<file path="config.mk">
export PLATFORM = sky130hd
export DESIGN_NAME = fifo_bank
export DESIGN_NICKNAME = d
export VERILOG_FILES = /design/src/rtl/fifo_pkg.sv /design/src/rtl/fifo_channel.sv /design/src/rtl/fifo_bank.sv
export SDC_FILE = /design/constraint.sdc
export NUM_CORES = 1
export LEC_CHECK = 0
export ABC_CLOCK_PERIOD_IN_PS = 5200
export CAP_MARGIN = 25
export CORE_AREA = 2 2 110 112
export CTS_BUF_LIST = sky130_fd_sc_hd__clkbuf_8
export CTS_CLUSTER_SIZE = 20
export DETAILED_ROUTE_END_ITERATION = 6
export DIE_AREA = 0 0 112 114
export PLACE_DENSITY = 0.86
export SYNTH_ARGS = -nofsm -noshare
export SYNTH_HDL_FRONTEND = slang
export SYNTH_HIERARCHICAL = 1
export SYNTH_SLANG_ARGS = --single-unit
</file>
<file path="constraint.sdc">
create_clock -name clk_i -period 5.2 [get_ports clk_i]
set_input_delay 1.04 -clock clk_i [delete_from_list [all_inputs] [get_ports clk_i]]
set_output_delay 1.04 -clock clk_i [all_outputs]
set_load 0.01 [all_outputs]
</file>
<file path="src/rtl/fifo_pkg.sv">
// Shared sizing helpers for the FIFO bank and its channels.
package fifo_pkg;

  // Occupancy counter width: must hold 0..depth inclusive.
  function automatic int fifo_cnt_width(input int depth);
    return $clog2(depth + 1);
  endfunction

  // Pointer width: at least one bit, even for degenerate depths.
  function automatic int fifo_ptr_width(input int depth);
    return (depth < 2) ? 1 : $clog2(depth);
  endfunction

  // Low bit of element idx in a packed bus of w-bit elements.
  function automatic int slice_lo(input int idx, input int w);
    return idx * w;
  endfunction

endpackage

</file>
<file path="src/rtl/fifo_channel.sv">
// One FIFO channel: arbitrary depth storage, head/tail/count, flags, clear.
module fifo_channel
  import fifo_pkg::*;
#(
  parameter int width_p          = 8,
  parameter int depth_p          = 4,
  parameter int almost_full_lo_p = depth_p - 1
) (
  input  logic                               clk_i,
  input  logic                               reset_i,
  input  logic                               clear_i,
  input  logic                               valid_i,
  input  logic [width_p-1:0]                 data_i,
  output logic                               ready_o,
  output logic                               valid_o,
  output logic [width_p-1:0]                 data_o,
  input  logic                               yumi_i,
  output logic [fifo_cnt_width(depth_p)-1:0] count_o,
  output logic                               almost_full_o
);

  localparam int cnt_w = fifo_cnt_width(depth_p);
  localparam int ptr_w = fifo_ptr_width(depth_p);
  localparam logic [ptr_w-1:0] last_ptr = ptr_w'(depth_p - 1);
  localparam logic [cnt_w-1:0] full_cnt = cnt_w'(depth_p);
  localparam logic [cnt_w-1:0] af_cnt   = cnt_w'(almost_full_lo_p);

  logic [width_p-1:0] mem [depth_p];
  logic [ptr_w-1:0]   head, tail;
  logic [cnt_w-1:0]   count;
  logic               push, pop;

  // Modulo-depth increment; works for non-power-of-two depths.
  function automatic logic [ptr_w-1:0] bump(input logic [ptr_w-1:0] p);
    return (p == last_ptr) ? '0 : p + ptr_w'(1);
  endfunction

  // Flags come only from registered count, so ready has no path from yumi.
  assign ready_o       = (count != full_cnt);
  assign valid_o       = (count != '0);
  assign almost_full_o = (count >= af_cnt);
  assign count_o       = count;
  assign push          = valid_i & ready_o;
  assign pop           = yumi_i & valid_o;
  assign data_o        = valid_o ? mem[head] : '0;

  // Pointer and count update; reset beats clear, clear beats traffic.
  always_ff @(posedge clk_i) begin
    if (reset_i || clear_i) begin
      head  <= '0;
      tail  <= '0;
      count <= '0;
    end else begin
      if (push) tail <= bump(tail);
      if (pop)  head <= bump(head);
      if (push && !pop)      count <= count + cnt_w'(1);
      else if (pop && !push) count <= count - cnt_w'(1);
    end
  end

  // Storage write; no reset needed since data_o is masked when empty.
  always_ff @(posedge clk_i) begin
    if (push && !reset_i && !clear_i) mem[tail] <= data_i;
  end

  // Popping an empty channel is a sequencer bug; the pop itself is ignored.
  always_ff @(posedge clk_i) begin
    if (!reset_i) illegal_pop: assert (!yumi_i || valid_o);
  end

endmodule

</file>
<file path="src/rtl/fifo_bank.sv">
// Bank of independent FIFO channels feeding the systolic array edge.
module fifo_bank
  import fifo_pkg::*;
#(
  parameter int width_p          = 8,
  parameter int depth_p          = 4,
  parameter int channels_p       = 4,
  parameter int almost_full_lo_p = depth_p - 1
) (
  input  logic                                          clk_i,
  input  logic                                          reset_i,
  input  logic [channels_p-1:0]                         clear_i,
  input  logic [channels_p-1:0]                         valid_i,
  input  logic [channels_p*width_p-1:0]                 data_i,
  output logic [channels_p-1:0]                         ready_o,
  output logic [channels_p-1:0]                         valid_o,
  output logic [channels_p*width_p-1:0]                 data_o,
  input  logic [channels_p-1:0]                         yumi_i,
  output logic [channels_p*fifo_cnt_width(depth_p)-1:0] count_o,
  output logic [channels_p-1:0]                         almost_full_o,
  output logic                                          all_valid_o
);

  localparam int cnt_w = fifo_cnt_width(depth_p);

  // One self-contained channel per lane; no shared state between them.
  for (genvar c = 0; c < channels_p; c++) begin : g_ch
    fifo_channel #(
      .width_p         (width_p),
      .depth_p         (depth_p),
      .almost_full_lo_p(almost_full_lo_p)
    ) u_ch (
      .clk_i        (clk_i),
      .reset_i      (reset_i),
      .clear_i      (clear_i[c]),
      .valid_i      (valid_i[c]),
      .data_i       (data_i[slice_lo(c, width_p) +: width_p]),
      .ready_o      (ready_o[c]),
      .valid_o      (valid_o[c]),
      .data_o       (data_o[slice_lo(c, width_p) +: width_p]),
      .yumi_i       (yumi_i[c]),
      .count_o      (count_o[slice_lo(c, cnt_w) +: cnt_w]),
      .almost_full_o(almost_full_o[c])
    );
  end

  // Wavefront-aligned pop hint for the sequencer; lockstep is not enforced here.
  assign all_valid_o = &valid_o;

endmodule
</file>
* Word level (Yosys, flattened, before mapping) *
Memory sizes are Yosys's and may differ from the RTL's. A register that Yosys moved wholly into a read port is not among the register bits.
Index checks and enable logic that the tools add are counted.
W data, S select, Z words.

cells by class
  bitwise operators = 8
  mux-type cells = 36
  equality and inequality tests = 12
  $lt $le $gt $ge = 4
  add/sub/neg operators = 16
  reduce and logical (&&, ||, !) cells = 42

operators by type and width
  kind                   number
  $mux W2                16
  $mux W8                4
  $mux W3                8
  $add A2 B1 Y2 const B  8
  $eq A2 B2 Y1 const B   8
  $logic_and A1 B1 Y1    16
  $logic_not A1 Y1       13
  $add A3 B1 Y3 const B  4
  $ge A3 B2 Y1 const B   4
  $ne A3 B3 Y1 const B   4
  $reduce_bool A3 Y1     4
  $sub A3 B1 Y3 const B  4
  $and A1 B1 Y1          8
  $mux W1                8
  $reduce_bool A2 Y1     4
  $logic_or A1 B1 Y1     4
  $reduce_and A4 Y1      1

storage, ports and cells
  input bits = 46
  RAM bits = 128
  memories = 4
  logic and storage cells = 134
  register bits after elaboration = 28

memories
  name              depth  width  rd ports  clocked after memory_dff  wr ports  line                source
  g_ch[0].u_ch.mem  4      8      1         1                         1         fifo_channel.sv:28  logic [width_p-1:0] mem [depth_p];
  g_ch[1].u_ch.mem  4      8      1         1                         1         fifo_channel.sv:28
  g_ch[2].u_ch.mem  4      8      1         1                         1         fifo_channel.sv:28
  g_ch[3].u_ch.mem  4      8      1         1                         1         fifo_channel.sv:28

* Longest topological paths before layout *
Gate-level depths: netlist of the first run.

  depth after elaboration = 6
  gate-level depth with buffers = 8
  depth with buffers taken out = 8

* Modules after synthesis *
Netlist of the first run, hierarchy kept.

modules (own cells, without submodules)
  module        cells each  instances  seq. area each (um2)  area each (um2)
  fifo_channel  103         4          1141.1                1705.4
  fifo_bank     1           1          0.0                   8.8

* Worst setup path after synthesis of the first run *
Ideal clock, no wire load.

  path type = in2reg
  start point = input valid_i[2]
  end point = register g_ch[2].u_ch.count[2]
  arrival time = 2471 ps
  path slack = 2659 ps
  cell stages on the path = 8
  setup time = 70 ps
  cell sequence = inv_1 > nor2_1 > ha_1 > inv_1 > fa_1 > xor2_1 > or3_1 > a21oi_1

on the way
  longest elaborated chain between the ends = 4

ends and longest elaborated chain
  item                          line                source
  from (decl)                   fifo_bank.sv:13     input logic [channels_p-1:0] valid_i,
  $and A1 B1 Y1 *               fifo_channel.sv:43  assign push = valid_i & ready_o;
  net g_ch[2].u_ch.push         fifo_channel.sv:31  logic push, pop;
  $logic_not A1 Y1              fifo_channel.sv:57  else if (pop && !push) count <= count - cnt_w'(1);
  $logic_and A1 B1 Y1           fifo_channel.sv:57
  $reduce_bool A2 Y1 (no line)  n/a
  to (signal assigned)          fifo_channel.sv:56  if (push && !pop) count <= count + cnt_w'(1);
  to (signal assigned)          fifo_channel.sv:57
  to (decl)                     fifo_channel.sv:30  logic [cnt_w-1:0] count;

Mark *: on every way through the listed nets, which the timed path passes. The rest lies on a longest branch.
A chain may end at the register's enable or synchronous reset.

* Final worst setup path of the first run *
  start point = register g_ch[2].u_ch.count[0]
  end point = output all_valid_o

on the way
  longest elaborated chain between the ends = 2

ends and longest elaborated chain
  item                line                source
  $reduce_bool A3 Y1  fifo_channel.sv:40  assign valid_o = (count != '0);
  $reduce_and A4 Y1   fifo_bank.sv:48     assign all_valid_o = &valid_o;
  to (decl)           fifo_bank.sv:21     output logic all_valid_o

No other way between the ends.

==> results of run 1 <==
-- final cells by class --
class | count | area, µm² | area share
clock buffer | 17 | 234 | 0.0281
inverter | 24 | 90.1 | 0.0108
timing repair buffer | 103 | 1030 | 0.123
clock inverter | 15 | 131 | 0.0158
multi-input combinational | 213 | 2100 | 0.252
tap | 147 | 184 | 0.0221
sequential | 164 | 4560 | 0.548
-- sequential cells by signal (all words and copies together), names as in the netlist, named ones only --
name,cells
g_ch.u_ch/count_o,12
g_ch.u_ch/tail,8
g_ch.u_ch/mem,128
g_ch.u_ch/head,8
-- cell families (layout without fill, tap and decap cells) --
group | count (synthesis) | count (layout) | synth area share
AO/OA/AOI/OAI | 36 | 36 | 0.0337
XOR/XNOR | 8 | 8 | 0.0103
adder cells (fa/ha/maj) | 28 | 28 | 0.0557
buffers and inverters | 36 | 159 | 0.0242
flip-flops | 164 | 164 | 0.668
multiplexers | 36 | 36 | 0.111
AND/OR/NAND/NOR | 105 | 105 | 0.0965
-- power breakdown --
part           internal (W)  leakage [nW]  total (W)  switching, W
Sequential          0.00144          1.45    0.00148     0.0000373
Combinational      0.000239          1.39   0.000426      0.000187
Clock              0.000380         0.174   0.000833      0.000453
-- worst register-to-register path, cell delays in order (launching register included) --
cell	delay, ps
dfxtp_1	510
nor3b_2	110
nor2_1	320
ha_1	260
inv_1	60
fa_1	370
xor2_1	160
or3_1	310
a21oi_1	140
-- layer usage --
layer,part of all wire,wire length [µm],vias to the layer above,global-route usage
li1,-,-,1791,-
met1,0.42,5080,1888,0.248
met2,0.52,6290,87,0.337
met3,0.053,648,10,0.0521
met4,0.012,147,0,0.0813
met5,0,0,-,0
-- worst min-delay path by stage --
stage / slack (ps) / cells after the start / start / endpoint
finish: 490 / 2 / g_ch[0].u_ch/head[1] / g_ch[0].u_ch/head[1]
global route: 520 / 2 / g_ch[3].u_ch/head[1] / register
CTS: 490 / 2 / g_ch[1].u_ch/head[1] / register
detailed placement: 480 / 2 / g_ch[1].u_ch/head[1] / register
global placement: 470 / 2 / g_ch[0].u_ch/head[1] / g_ch[0].u_ch/head[1]
floorplan: 450 / 2 / g_ch[0].u_ch/head[1] / register
-- cell usage in the layout (no fill, tap or decap), types with 4 or more instances in the layout --
cell type and count:
o21ai_0 8, clkdlybuf4s50_1 102, inv_1 26, nor3b_2 4, a21o_1 4, o31ai_1 4, nand3_1 4, or3_1 8
clkbuf_8 17, o21ai_1 4, xor2_1 8, a21oi_1 12, nor3_1 4, dfxtp_1 36, edfxtp_1 128, nand4_1 4
mux4_2 32, fa_1 4, clkinvlp_4 6, or2_0 4, and2b_1 32, and3_1 16, nand2_1 8, o31ai_2 4
nor2_1 16, inv_6 4, mux2i_1 4, or4_1 4, ha_1 24
-- through the flow --
step,area [µm²],cells,setup WS (ps)
finish,8330,683,1480
global route,8330,683,1360
CTS,8330,683,1480
detailed placement,7970,651,1940
global placement,7960,650,1820
floorplan,6830,413,2660
==> metrics.cfg, run 1 <==
[floorplanning]
core_um2=11700
initial_core_util=0.583
die_w_um=112
die-area_um2=12800
dieHeight_um=114
rows=40
boundaryPins=103

[yosys]
synth_enable_flop_cells=128
syn_area_um2=6830
synth_nets=487
synthFlopType=edfxtp_1
synth_top_area_share=0.563
synth_common_cells=edfxtp_1, dfxtp_1, and2b_1, mux4_2
synth_cell_types=28
yosysTopAreaCell=edfxtp_1
synth_most_common_cell=edfxtp_1
ys_ff_latch=164
yosys_warnings=6
ys_seq_area_frac=0.668
synth_area_leaders=edfxtp_1, dfxtp_1, mux4_2, ha_1, and2b_1
synth_cells=413
async_reset_ff_frac=0
avgSynthCellArea_um2=16.5

[power_and_ir_drop]
p_leak_nw=3.01
total_power_w=0.00273
p_per_area_nw_per_um2=328
ir_drop_v=0.000163

[job]
cap_violations=0

[setup_path]
critPathLaunchType=register
r2r_end=g_ch[1].u_ch/count_o[2]
worstSetupPathDepth=4
worstPathMaxFanout=9
cp_top_family=simple AND/OR/NAND/NOR gates
worstSetupPathType=reg2out
r2r_slack_ps=2890
required_ps=4160
critical_path.reg2reg.startpoint=g_ch[1].u_ch/count_o[0]
startpoint=g_ch[2].u_ch/count_o[0]
max_stage_delay_ps=880
endpoint_kind=output pin
crit_buf_inv=2
critical-path-slowest-cell=nor3_1
endpoint=all_valid_o
worstPathArrival_ps=2680
crit_chain=nor3_1 > inv_1 > and4_1 > clkdlybuf4s50_1
r2r_cells=8

[final_layout]
drive_above_1_share=0.132
final_nets=597
fin_util=0.711
n_fill_cell=787
diodes=0
synthToLayoutAreaGrowth_pct=22.0

[global_route]
grt_max_degree=17
grt_overflow=0
grt_use_total=0.199
antenna_found_initial=0
grt_first_pass_wirelength_um=19300
grt_pass1_vias=3911

[sta]
min_period_ps=3720
finalSetupViolations=0
worst_pin_slew_ps=1050
finalSetupTns_ps=0
skew_ps=14.7
maxSlewViolCount=0
fin_hold_ws_ps=489
fin_crit_sh=0.715
max_freq_ghz=0.269
slew-limit-headroom=0.294
hold_viol=0
rsz0062_at_grt=no

[drt]
route.antenna.remaining_nets=0
via_per_inst=5.53
route.detailed.drc=0
wl_um=12200
vias=3776
drtPass1Iterations=4
dr.first_iter.drc_count=218
wl_per_cell_um=17.8

[place]
hpwl_um=8760
portBuffers=102
place.gp.congestion=0.823

[clock_network]
cts_hold_buffers=0
clkLatencyLatePin_ps=430
cts_tree=yes
postCtsSetupRepairBufs=0
clock_sinks=164
cts_buffer_depth=2
cts_htree_levels=4
cts_buffers=17
cts.clk_slew.worst_paths_ps=80
cts_root_buf=clkbuf_8
cts_resized=0

[hold_path]
hp-class=reg2reg

[outcome]
status=complete, no violations

Power figures use the tool's default switching activity.
==> run 2, diff against run 1 <==
ABC_CLOCK_PERIOD_IN_PS = 3400   (was 5200)
CORE_AREA = 2 2 120 122   (was 2 2 110 112)
DIE_AREA = 0 0 122 124   (was 0 0 112 114)
PLACE_DENSITY = 0.77   (was 0.86)
clock period = 3.4 ns   (was 5.2 ns; I/O delays follow)
==> run 2 against run 1 <==
Against the previous run: final cell count rose by 5.1%; cell area up 1.3%; power rose by 59%; global-route usage fell by 2.1 points; largest power group unchanged; register-to-register slack got worse by 1900 ps; non-clock buffer count is 2 higher; critical endpoint is now data_o[10]; flip-flop and latch count unchanged; via count is 1.1% higher; worst setup slack lost 1100 ps; critical path depth shrank 1; wire length grew 3.4%; first-iteration DRC count shrank 20%.
==> metrics.cfg, run 2 (synthesized netlist as in run 1, its figures left out) <==
[sta]
worst_pin_slew_ps=589  ; was 1050 ps
maxSlewViolCount=0  ; unchanged
fin_crit_sh=0.890
finalSetupTns_ps=0  ; unchanged
hold_viol=0  ; unchanged
rsz0062_at_grt=no  ; unchanged
skew_ps=9.91  ; was 14.7 ps
finalSetupViolations=0  ; unchanged
slew-limit-headroom=0.605  ; was 0.294
min_period_ps=3030
max_freq_ghz=0.330

[clock_network]
cts_buffers=17  ; unchanged
postCtsSetupRepairBufs=0  ; unchanged
cts_root_buf=clkbuf_8  ; unchanged
clock_sinks=164  ; unchanged
cts_htree_levels=4  ; unchanged
clkLatencyLatePin_ps=440  ; was 430 ps
cts_buffer_depth=2  ; unchanged
cts_tree=yes  ; unchanged
cts_hold_buffers=0  ; unchanged
cts.clk_slew.worst_paths_ps=80  ; about the same

[job]
cap_violations=0  ; unchanged

[final_layout]
synthToLayoutAreaGrowth_pct=23.6  ; was 22.0%
drive_above_1_share=0.138  ; was 0.132
n_fill_cell=1019  ; was 787
final_common_cell=edfxtp_1  ; unchanged
diodes=0  ; unchanged
largest-register=g_ch.u_ch/mem  ; unchanged
largest_register_ffs=128  ; unchanged
final_cell_mix=edfxtp_1, clkdlybuf4s50_1, dfxtp_1  ; unchanged
final_nets=599  ; was 597

[power_and_ir_drop]
ir_drop_v=0.000314  ; was 0.000163 V
internal-power_w=0.00332  ; was 0.00206 W
switching_share=0.236  ; was 0.248
power_frac_seq=0.521  ; was 0.540
pwr-share-comb=0.153  ; was 0.156
p_per_area_nw_per_um2=514  ; was 328 nW/µm²
total_power_w=0.00434  ; was 0.00273 W
p_leak_nw=3.06  ; was 3.01 nW
pwr-share-clk=0.327  ; was 0.304
p_sw_w=0.00102  ; was 0.000677 W

[setup_path]
worstPathMaxFanout=8  ; was 9
worstSetupPathType=reg2out  ; unchanged
endpoint_kind=output pin  ; unchanged
required_ps=2720  ; was 4160 ps
critPathLaunchType=register  ; unchanged
worstPathArrival_ps=2350  ; was 2680 ps

[place]
hpwl_um=8870  ; was 8760 µm
place.gp.congestion=0.735  ; was 0.823
portBuffers=102  ; unchanged

[floorplanning]
die_w_um=122  ; was 112 µm
die-area_um2=15100  ; was 12800 µm²
core_um2=13700  ; was 11700 µm²
initial_core_util=0.498  ; was 0.583
dieHeight_um=124  ; was 114 µm
rows=43  ; was 40
boundaryPins=103  ; unchanged

[drt]
wl_per_cell_um=17.5  ; was 17.8 µm
route.antenna.remaining_nets=0  ; unchanged
drtPass1Iterations=4  ; unchanged
wl_um=12600  ; was 12200 µm
vias=3816  ; was 3776
route.detailed.drc=0  ; unchanged
dr.first_iter.drc_count=175  ; was 218
via_per_inst=5.31  ; was 5.53

[hold_path]
hp-class=reg2reg  ; unchanged

[global_route]
grt_use_total=0.178  ; was 0.199
grt_first_pass_wirelength_um=19700  ; was 19300 µm
grt_overflow=0  ; unchanged
grt_max_degree=17  ; unchanged
grt_pass1_vias=3957  ; was 3911
antenna_found_initial=0  ; unchanged

[outcome]
status=complete, no violations  ; unchanged

-- run 2: changes by cell type in the layout (fill, tap and decap cells not counted), sizes merged --
cell,previous run,this run
clkinv,2,6
clkinvlp,6,2
clkbuf,17,19
bufinv,1,3
inv,30,27
buf,1,2
-- run 2: what timing repair did --
action	in CTS	in global routing
setup endpoints to repair	1	0
resized for setup	1	0
hold endpoints to repair	0	0
-- run 2: power groups by stage --
| stage | clock network [W] | registers (W) | logic (W) |
|---|---|---|---|
| 2_1_floorplan | 0 | 0.00229 | 0.000332 |
| 3_3_place_gp | 0 | 0.00230 | 0.000646 |
| 3_5_place_dp | 0 | 0.00231 | 0.000663 |
| 4_1_cts | 0.00146 | 0.00226 | 0.000667 |
| 5_1_grt | 0.00154 | 0.00227 | 0.000719 |
| 6_report | 0.00142 | 0.00226 | 0.000663 |
-- run 2: area by class of cell --
class	instances	area, µm²	area share
flip-flops and latches	164	4560	0.541
multi-input cells	213	2110	0.250
repair buffers	105	1040	0.124
clock buffers	18	248	0.0294
well taps	180	225	0.0267
clock inverters	14	163	0.0193
inverters	24	90.1	0.0107
-- run 2: stage by stage --
stage | utilization | hold slack, ps | instances | area, µm² | setup WS [ps]
6_report | 0.615 | 492 | 718 | 8440 | 372
5_1_grt | 0.615 | 534 | 718 | 8440 | 195
4_1_cts | 0.615 | 495 | 717 | 8430 | 51.6
3_5_place_dp | 0.584 | 480 | 685 | 8020 | 420
3_3_place_gp | 0.584 | 468 | 685 | 8020 | 502
2_1_floorplan | - | 455 | 413 | 6830 | 1220
-- run 2: layer usage --
metal / vias to the layer above / part of all wire / GRT usage
met2: 93 / 0.52 / 0.304
li1: 1795 / - / -
met5: - / 0 / 0
met3: 21 / 0.042 / 0.0426
met4: 0 / 0.028 / 0.0884
met1: 1907 / 0.41 / 0.211
-- run 2: worst max-delay path: stages, from the launching register on --
cell and delay (ps):
dfxtp_1 670, mux4_2 600, and2b_1 170, clkdlybuf4s50_1 470
-- run 2: worst paths after layout --
| kind | cells past startpoint | from | slack (ps) | end |
|---|---|---|---|---|
| worst max-delay path | 3 | register | 370 | data_o[10] |
| worst min-delay path | 2 | g_ch[0].u_ch/head[1] | 490 | g_ch[0].u_ch/head[1] |
| worst max register to register | 8 | g_ch[3].u_ch/count_o[0] | 1030 | g_ch[3].u_ch/count_o[2] |
| worst min register to register | 2 | g_ch[0].u_ch/head[1] | 490 | g_ch[0].u_ch/head[1] |
==> run 3, diff against run 2 <==
PLACE_DENSITY = 0.79   (was 0.77)
TNS_END_PERCENT = 20   (was unset)
==> run 3 against run 2 <==
Against the previous run: register-to-register slack gained 50 ps; final cell count shrank 0.14%; wire length shrank 0.27%; critical path depth is the same; global-route usage shrank 0.49 points; clock skew grew 2.4 ps; worst hold slack lost 1.2 ps; highest routed layer unchanged.
==> metrics.cfg, run 3 (synthesized netlist as in run 1, its figures left out) <==
[outcome]
status=complete, no violations  ; unchanged

[setup_path]
critPathLaunchType=register  ; unchanged
critical-path-slowest-cell=dfxtp_1  ; unchanged
endpoint_kind=output pin  ; unchanged
worstSetupPathType=reg2out  ; unchanged
required_ps=2720  ; about the same
worstPathMaxFanout=8  ; unchanged
max_stage_delay_ps=670  ; about the same
r2r_slack_ps=1080  ; was 1030 ps
worstPathArrival_ps=2350  ; about the same
crit_chain=mux4_2 > and2b_1 > clkdlybuf4s50_1  ; unchanged

[drt]
route.detailed.drc=0  ; unchanged
wl_um=12500  ; was 12600 µm
wl_per_cell_um=17.5  ; about the same
drtPass1Iterations=4  ; unchanged
dr.first_iter.drc_count=184  ; was 175
via_per_inst=5.32  ; was 5.31
vias=3816  ; unchanged
route.antenna.remaining_nets=0  ; unchanged

[final_layout]
n_fill_cell=1042  ; was 1019
final_nets=599  ; unchanged
largest-register=g_ch.u_ch/mem  ; unchanged
stdcell_area_um2=8440  ; about the same
final_cell_mix=edfxtp_1, clkdlybuf4s50_1, dfxtp_1  ; unchanged
drive_above_1_share=0.140  ; was 0.138
synthToLayoutAreaGrowth_pct=23.5  ; was 23.6%
final_common_cell=edfxtp_1  ; unchanged
fin_util=0.615  ; about the same
largest_register_ffs=128  ; unchanged
diodes=0  ; unchanged

[place]
place.gp.congestion=0.743  ; was 0.735
hpwl_um=8940  ; was 8870 µm
place_area_um2=8020  ; about the same
portBuffers=102  ; unchanged

[sta]
worst_pin_slew_ps=587  ; was 589 ps
skew_ps=12.3  ; was 9.91 ps
rsz0062_at_grt=no  ; unchanged
max_freq_ghz=0.330  ; about the same
finalSetupViolations=0  ; unchanged
hold_viol=0  ; unchanged
fin_crit_sh=0.891  ; was 0.890
slew-limit-headroom=0.606  ; was 0.605
finalSetupTns_ps=0  ; unchanged
maxSlewViolCount=0  ; unchanged
min_period_ps=3030  ; about the same

[global_route]
antenna_found_initial=0  ; unchanged
grt_use_total=0.173  ; was 0.178
grt_max_degree=17  ; unchanged
grt_first_pass_wirelength_um=19300  ; was 19700 µm
grt_overflow=0  ; unchanged
grt_pass1_vias=3948  ; was 3957

[clock_network]
postCtsSetupRepairBufs=0  ; unchanged
cts.clk_slew.worst_paths_ps=80  ; about the same
clkLatencyLatePin_ps=440  ; about the same
cts_root_buf=clkbuf_8  ; unchanged
cts_resized=1  ; unchanged
clock_sinks=164  ; unchanged
cts_buffers=17  ; unchanged
cts_tree=yes  ; unchanged
cts_htree_levels=4  ; unchanged
cts_buffer_depth=2  ; unchanged
cts_hold_buffers=0  ; unchanged

[floorplanning]
boundaryPins=103  ; unchanged
initial_core_util=0.498  ; unchanged
die_w_um=122  ; unchanged
die-area_um2=15100  ; unchanged
core_um2=13700  ; unchanged
rows=43  ; unchanged
dieHeight_um=124  ; unchanged

[power_and_ir_drop]
ir_drop_v=0.000275  ; was 0.000314 V
p_leak_nw=3.05  ; was 3.06 nW
total_power_w=0.00436  ; was 0.00434 W
p_per_area_nw_per_um2=516  ; was 514 nW/µm²

[job]
cap_violations=0  ; unchanged

[hold_path]
hp-class=reg2reg  ; unchanged

## run 3: cell types whose count changed in the layout (fill, tap and decap cells not counted), sizes merged
cell	before	now
clkinv	6	3
clkbuf	19	17
clkinvlp	2	4
buf	2	3
inv	27	28
## run 3: worst paths after layout
| kind | endpoint | cells after the start | startpoint |
|---|---|---|---|
| worst min-delay path | register | 2 | g_ch[0].u_ch/head[1] |
| worst min register to register | register | 2 | g_ch[0].u_ch/head[1] |
| worst max register to register | g_ch[2].u_ch/count_o[2] | 8 | g_ch[2].u_ch/count_o[0] |
| worst max-delay path | data_o[1] | 3 | register |
## run 3: critical path: cells and delay by family (launching register included)
family / cells / cell delay (ps)
and+or+nand+nor: 1 / 180
muxes: 1 / 580
buffers and inverters: 1 / 480
DFF: 1 / 670
## run 3: power by group
group	internal, W	switching [W]	total [W]
sequential	0.00220	0.0000592	0.00226
clock	0.000731	0.000701	0.00143
combinational	0.000373	0.000293	0.000666
## run 3: layout make-up
class | count | area (µm²) | area share
Timing Repair Buffer | 105 | 1040 | 0.123
Sequential cell | 164 | 4560 | 0.541
Tap cell | 180 | 225 | 0.0267
Multi-Input combinational cell | 213 | 2110 | 0.250
Inverter | 24 | 90.1 | 0.0107
Clock inverter | 14 | 178 | 0.0211
Clock buffer | 17 | 234 | 0.0277
## run 3: metrics by stage
step / cells / worst slack (ps) / hold WS [ps]
3_3_place_gp: 683 / 363 / 464
3_5_place_dp: 686 / 498 / 480
4_1_cts: 717 / 276 / 491
5_1_grt: 717 / 178 / 518
6_report: 717 / 369 / 491
2_1_floorplan: 413 / 1220 / 455
## run 3: routing by layer
layer | track usage | part of all wire
met5 | 0 | 0
met4 | 0.0560 | 0.011
met3 | 0.0591 | 0.060
met2 | 0.306 | 0.52
met1 | 0.197 | 0.41
